[src/rtl/uart_tx_arbiter.sv]
// Round-robin arbiter sharing one UART transmitter among NUM_REQ byte producers.
// Holds tx_newd until a tx_done rising edge, or aborts with timeout_err.
module uart_tx_arbiter #(
  parameter int NUM_REQ        = 4,
  parameter int TIMEOUT_CYCLES = 2_000_000,
  localparam int IDW           = $clog2(NUM_REQ)
) (
  input  logic                 clk,
  input  logic                 rst,
  input  logic [NUM_REQ-1:0]   req_valid,
  input  logic [8*NUM_REQ-1:0] req_data,
  input  logic [NUM_REQ-1:0]   req_enable,
  output logic [NUM_REQ-1:0]   req_ready,
  output logic                 tx_newd,
  output logic [7:0]           tx_data,
  input  logic                 tx_done,
  output logic                 busy,
  output logic [IDW-1:0]       grant_id,
  output logic                 timeout_err,
  output logic [15:0]          sent_count
);

  localparam int CW = $clog2(TIMEOUT_CYCLES);

  typedef enum logic [1:0] {IDLE, SEND, DRAIN} state_t;

  state_t               state, state_n;
  logic [IDW-1:0]       last_grant, last_grant_n, grant_id_n, winner;
  logic [CW-1:0]        tmo_cnt, tmo_cnt_n;
  logic                 prev_done, done_rise, found;
  logic [NUM_REQ-1:0]   cand, req_ready_n;
  logic                 tx_newd_n, timeout_err_n, busy_n;
  logic [7:0]           tx_data_n;
  logic [15:0]          sent_count_n;

  assign cand      = req_valid & req_enable;
  assign done_rise = tx_done & ~prev_done;

  // Scan from the requester after the last winner so every candidate gets a turn.
  always_comb begin
    found  = 1'b0;
    winner = '0;
    for (int k = 1; k <= NUM_REQ; k++) begin
      if (!found && cand[(int'(last_grant) + k) % NUM_REQ]) begin
        found  = 1'b1;
        winner = IDW'((int'(last_grant) + k) % NUM_REQ);
      end
    end
  end

  always_comb begin
    state_n       = state;
    last_grant_n  = last_grant;
    grant_id_n    = grant_id;
    tmo_cnt_n     = tmo_cnt;
    tx_newd_n     = tx_newd;
    tx_data_n     = tx_data;
    req_ready_n   = '0;
    timeout_err_n = 1'b0;
    sent_count_n  = sent_count;
    case (state)
      IDLE: begin
        if (found) begin
          state_n      = SEND;
          tx_data_n    = req_data[int'(winner)*8 +: 8];
          req_ready_n  = NUM_REQ'(1) << winner;
          grant_id_n   = winner;
          last_grant_n = winner;
          tx_newd_n    = 1'b1;
          tmo_cnt_n    = '0;
        end
      end
      SEND: begin
        tmo_cnt_n = tmo_cnt + CW'(1);
        // A completion on the final timeout cycle takes precedence over the abort.
        if (done_rise) begin
          tx_newd_n    = 1'b0;
          sent_count_n = sent_count + 16'd1;
          state_n      = DRAIN;
        end else if (tmo_cnt == CW'(TIMEOUT_CYCLES - 1)) begin
          tx_newd_n     = 1'b0;
          timeout_err_n = 1'b1;
          state_n       = DRAIN;
        end
      end
      DRAIN: begin
        if (!tx_done) state_n = IDLE;
      end
      default: state_n = IDLE;
    endcase
    busy_n = (state_n != IDLE);
  end

  always_ff @(posedge clk) begin
    if (rst) begin
      state       <= IDLE;
      last_grant  <= IDW'(NUM_REQ - 1);
      grant_id    <= '0;
      tmo_cnt     <= '0;
      prev_done   <= 1'b0;
      tx_newd     <= 1'b0;
      tx_data     <= 8'h00;
      req_ready   <= '0;
      timeout_err <= 1'b0;
      sent_count  <= 16'd0;
      busy        <= 1'b0;
    end else begin
      state       <= state_n;
      last_grant  <= last_grant_n;
      grant_id    <= grant_id_n;
      tmo_cnt     <= tmo_cnt_n;
      prev_done   <= tx_done;
      tx_newd     <= tx_newd_n;
      tx_data     <= tx_data_n;
      req_ready   <= req_ready_n;
      timeout_err <= timeout_err_n;
      sent_count  <= sent_count_n;
      busy        <= busy_n;
    end
  end

endmodule

[config.mk]
export PLATFORM = sky130hd
export DESIGN_NAME = uart_tx_arbiter
export DESIGN_NICKNAME = d
export VERILOG_FILES = /design/src/rtl/uart_tx_arbiter.sv
export SDC_FILE = /design/constraint.sdc
export NUM_CORES = 1
export LEC_CHECK = 0
export ABC_CLOCK_PERIOD_IN_PS = 2900
export CORE_MARGIN = 4
export CORE_UTILIZATION = 52
export DETAILED_ROUTE_END_ITERATION = 12
export GPL_ROUTABILITY_DRIVEN = 0
export PLACE_DENSITY = 0.83
export REMOVE_ABC_BUFFERS = 1
export SLEW_MARGIN = 5
export SYNTH_ARGS = -nofsm -noshare
export SYNTH_HDL_FRONTEND = slang
export SYNTH_SLANG_ARGS = --single-unit
export TNS_END_PERCENT = 30
[constraint.sdc]
create_clock -name clk -period 2.9 [get_ports clk]
set_clock_uncertainty 0.05 [all_clocks]
set_input_delay 0.87 -clock clk [delete_from_list [all_inputs] [get_ports clk]]
set_output_delay 0.87 -clock clk [all_outputs]
set_load 0.01 [all_outputs]
# [Yosys cells after proc, flatten, opt, wreduce, memory -nomap -nowiden]
# Cells that the tools add are included.
[totals] regBits=59 input_bits=43 word_cells=89
[classes] n_addsub=6 n_lt_le_gt_ge=4 n_eq_ne=5 shift=2 muxes=32 bitwise_logic=10 n_reduce_logical=19
[ops] cell="$pmux W21 S2" count=1
[ops] cell="$shiftx A32 B6 Y8" count=1
[ops] cell="$add A21 B1 Y21 const B" count=1
[ops] cell="$eq A21 B21 Y1 const B" count=1
[ops] cell="$mux W21" count=1
[ops] cell="$add A16 B1 Y16 const B" count=1
[ops] cell="$lt A3 B4 Y1 const B" count=4
[ops] cell="$mux W1" count=16
[ops] cell="$mux W2" count=8
[ops] cell="$bmux W1 S2" count=4
[ops] cell="$reduce_or A2 Y1" count=4
[ops] cell="$pmux W2 S3" count=1
[ops] cell="$reduce_and A2 Y1" count=3
[ops] cell="$reduce_or A3 Y1" count=2
[ops] cell="$add A2 B1 Y2 const B" count=2
[ops] cell="$add A2 B2 Y2 const B" count=2
[ops] cell="$and A1 B1 Y1 const A" count=4
[ops] cell="$and A4 B4 Y4" count=1
[ops] cell="$not A1 Y1" count=4
[ops] cell="$reduce_bool A2 Y1" count=2
[ops] cell="$shl A1 B2 Y4 const A" count=1
[ops] cell="$logic_and A1 B1 Y1" count=3
[ops] cell="$logic_not A1 Y1" count=3
[ops] cell="$ne A3 B3 Y1 const B" count=1
[ops] cell="other kinds (7)" count=7

# [Longest topological paths before layout]
[logic_depth] word_depth=19 ltp_mapped=7 ltp_nobuf=6

# [Worst setup path after synthesis]
# No wires, ideal clock.
[synth_path] path_type="input to register" startpoint="in req_valid[1]" endpoint="reg tx_data[0]" setup_time_ps=134 t_arrival_ps=1953 required_time_ps=2716 slack_ps=764 path_stages=6 n_path_buf=1 cell_sequence="a22oi_2 > o22ai_1 > a221oi_2 > nand2b_1 > buf_2 > o221ai_1"
[synth_via] elab_chain_len=15 elab_cells_between_ends=29 cone_classes="shift: 1; mux: 20; bitwise: 1; reduce/logical: 7"
[synth_lines] item="start: declaration" line_no="10" source="input logic [NUM_REQ-1:0] req_valid,"
[synth_lines] item="$and A4 B4 Y4 (*)" line_no="36" source="assign cand = req_valid & req_enable;"
[synth_lines] item="$bmux W1 S2" line_no="44" source="if (!found && cand[(int'(last_grant) + k) % NUM_REQ]) begin"
[synth_lines] item="$mux W1 (implied by the code) (2 in a row)" line_no="44"
[synth_lines] item="$mux W1" line_no="44"
[synth_lines] item="$logic_not A1 Y1" line_no="44"
[synth_lines] item="$logic_and A1 B1 Y1" line_no="44"
[synth_lines] item="$mux W1" line_no="44"
[synth_lines] item="$logic_not A1 Y1" line_no="44"
[synth_lines] item="$logic_and A1 B1 Y1" line_no="44"
[synth_lines] item="$mux W1" line_no="44"
[synth_lines] item="$logic_not A1 Y1" line_no="44"
[synth_lines] item="$logic_and A1 B1 Y1" line_no="44"
[synth_lines] item="$mux W2 / $mux W1 (equally long branches)" line_no="44"
[synth_lines] item="$shiftx A32 B6 Y8 / $reduce_and A2 Y1 (equally long branches)"
[synth_lines] item="end signal: assignment" line_no="114" source="tx_data <= tx_data_n;"
[synth_lines] item="end: declaration" line_no="15" source="output logic [7:0] tx_data,"
# Mark *: on every way between the ends. The rest lies on a longest branch, timed or not. The select of a mux whose other input is x is not followed.
# A chain may end at the register's enable or synchronous reset.

# [Worst setup path in the final report]
[layout_path] startpoint="in req_valid[1]" endpoint="reg tx_data[5]"
# Same word-level chain as after synthesis.

==> impl_metrics.py <==
metrics = {
    "flow_run": {
        "maxCapViolations": 0,
    },
    "routing": {
        "antenna_left": 0,
        "wl_per_cell_um": 14.8,
        "firstDrtPassIters": 5,
        "vias": 2683,
        "wirelength_um": 6980,
        "viasPerCell": 5.70,
        "drc": 0,
        "drtIter0Drc": 177,
    },
    "finish": {
        "n_antenna_cell": 0,
        "fin_util_pct": 74.5,
        "area_delta_synth_final_pct": 37.4,
        "final_cell_mix": "clkdlybuf4s50_1, dfxtp_1, nor2_1, nand2_1, nand3_1",
        "layout_commonest_cell": "clkdlybuf4s50_1",
        "fin_nets": 442,
        "drive_gt1_share_pct": 6.73,
    },
    "timing": {
        "setup_violations": 0,
        "min_period_ps": 2570,
        "slew_viol_final": 0,
        "tightest_slew_ps": 843,
        "hold_viol_final": 0,
        "relSlewSlack_pct": 43.6,
        "postLayoutSetupSlackWorst_ps": 327,
        "max_freq_ghz": 0.389,
        "period_share_pct": 88.7,
        "fin_tns_setup_ps": 0,
        "rsz0062_at_grt": "false",
    },
    "clock_network": {
        "cts.repair.resized": 0,
        "cts_tree": "built",
        "htreeDepth": 3,
        "cts_setup_buffers": 0,
        "clock_tree.root_cell": "clkbuf_8",
        "clk_pin_slew_ps": 70,
        "cts_max_path_buffers": 2,
        "worstSkewPairLatency_ps": 330,
        "cts_buffers": 9,
        "holdBufCountCts": 0,
        "cts_sinks": 59,
    },
    "critical_path": {
        "crit_type": "primary input to flop",
        "r2r_cells": 6,
        "crit_required_ps": 3050,
        "crit_start": "req_valid[1]",
        "r2r-end": "tmo_cnt[16]",
        "r2r_start": "tmo_cnt[0]",
        "start_kind": "primary input",
        "arrival_ps": 2730,
        "critPathMaxFanout": 10,
        "regToRegSetupSlack_ps": 860,
        "cp-end-kind": "flop",
        "critPathCapture": "tx_data[5]",
    },
    "worst_hold_path": {
        "hold_path_class": "flop to flop",
        "min_path_cells": 2,
    },
    "logic_synthesis": {
        "avgSynthCellArea_um2": 8.74,
        "synthFlopType": "dfxtp_1",
        "synth_area_leaders": "dfxtp_1, mux2i_1, nor2_1, xor2_1, nand2_1",
        "synth_edf_count": 0,
        "seq_area_frac_synth_pct": 42.4,
        "synth_cell_types": 52,
        "netlist_area_um2": 2790,
        "synthArstFlopShare_pct": 0,
        "ys_warn_count": 0,
        "synth_cells": 319,
        "yosysTopAreaCell": "dfxtp_1",
        "ys_seq_elements": 59,
        "synth_top_area_share_pct": 42.4,
    },
    "floorplan": {
        "initial_core_util_pct": 54.2,
        "die_x_um": 81.2,
        "io_pins": 76,
        "core_um2": 5140,
        "dieArea_um2": 6600,
        "rows": 26,
        "die_h_um": 81.2,
    },
    "power_and_ir_drop": {
        "peakVddDrop_uv": 407,
        "powerDensity_nw_per_um2": 530,
        "total_power_mw": 2.03,
        "p_leak_nw": 1.39,
    },
    "placed_design": {
        "place_ws_ps": 14.9,
        "portBuffers": 75,
        "hpwlAfterDp_um": 4960,
    },
    "grt": {
        "overflow": 0,
        "grt_max_degree": 25,
        "grt_pass1_wl_um": 11300,
        "grt_pass1_vias": 2535,
        "antenna_found_initial": 0,
        "grtUsageTotal_pct": 22.4,
    },
    "status": {
        "status": "complete, no violations",
    },
}
## cell type report
cell class | instances | area, um2
multi-input combinational | 241 | 1520
fill | 421 | 1310
sequential | 59 | 1180
timing repair buffer | 81 | 808
clock buffer | 10 | 138
tap | 70 | 87.6
clock inverter | 5 | 77.6
inverter | 5 | 18.8
## worst max-delay path, cell delays in order
cell and delay (ps):
clkdlybuf4s50_1 480, a22oi_2 340, o22ai_1 160, a221oi_2 330, nand2b_1 360, o221ai_1 180
## registers in the layout (all words and copies together), names as in the netlist
signal and flops:
tmo_cnt 21, busy 1, sent_count 16, tx_data 8
prev_done 1, last_grant 2, tx_newd 1, req_ready 4
timeout_err 1, state 2, grant_id 2
## worst min path at each step
stage	from	endpoint	slack, ps
finish	tx_data[1]	tx_data[1]	430
global placement	tx_data[1]	tx_data[1]	390
global route	tx_data[6]	tx_data[6]	450
floorplan	tmo_cnt[20]	tmo_cnt[20]	390
CTS	tx_data[1]	tx_data[1]	430
detailed placement	tx_data[1]	tx_data[1]	410
## logic make-up (layout without fill, tap and decap cells)
logic type | Yosys count | after routing | share of synthesized area (%)
xor gates and xnor gates | 17 | 17 | 5.34
adders and majority gates | 2 | 2 | 0.898
buffers and inverters | 19 | 101 | 3.14
muxes | 22 | 22 | 8.12
DFF | 59 | 59 | 42.4
and+or+nand+nor | 145 | 145 | 26.1
AOI/OAI and AO/OA | 55 | 55 | 14.0
## per-stage QoR
stage	instances	instance area [um2]	hold slack (ps)
2_1_floorplan	305	2720	392
3_3_place_gp	456	3610	393
3_5_place_dp	456	3610	407
4_1_cts	471	3830	428
5_1_grt	471	3830	453
6_report	471	3830	428
## cell usage after synthesis (2+ instances only)
master,count
a21oi_1,18
a311oi_1,5
a31oi_1,2
and2_1,3
and3_1,6
and4_1,5
buf_2,7
clkbuf_1,5
dfxtp_1,59
ha_1,2
inv_1,5
mux2_1,4
mux2i_1,17
nand2_1,32
nand3_1,23
nand3b_1,2
nand4_1,7
nor2_1,45
nor2b_1,3
nor3_1,8
o21a_1,2
o21ai_0,7
o221ai_1,8
xnor2_1,2
xor2_1,15
## where the power goes
part | switching (mW) | internal, mW
logic | 0.161 | 0.177
registers | 0.0279 | 0.848
clock network | 0.317 | 0.499
total | 0.506 | 1.52
## routing by layer
metal | GRT usage, % | vias up | share of wire [%]
li1 | - | 1316 | -
met1 | 26.0 | 1248 | 42
met2 | 37.2 | 109 | 48
met3 | 8.54 | 10 | 8.2
met4 | 8.95 | 0 | 1.5
met5 | 0 | - | 0
Power figures use the tool's default switching activity.
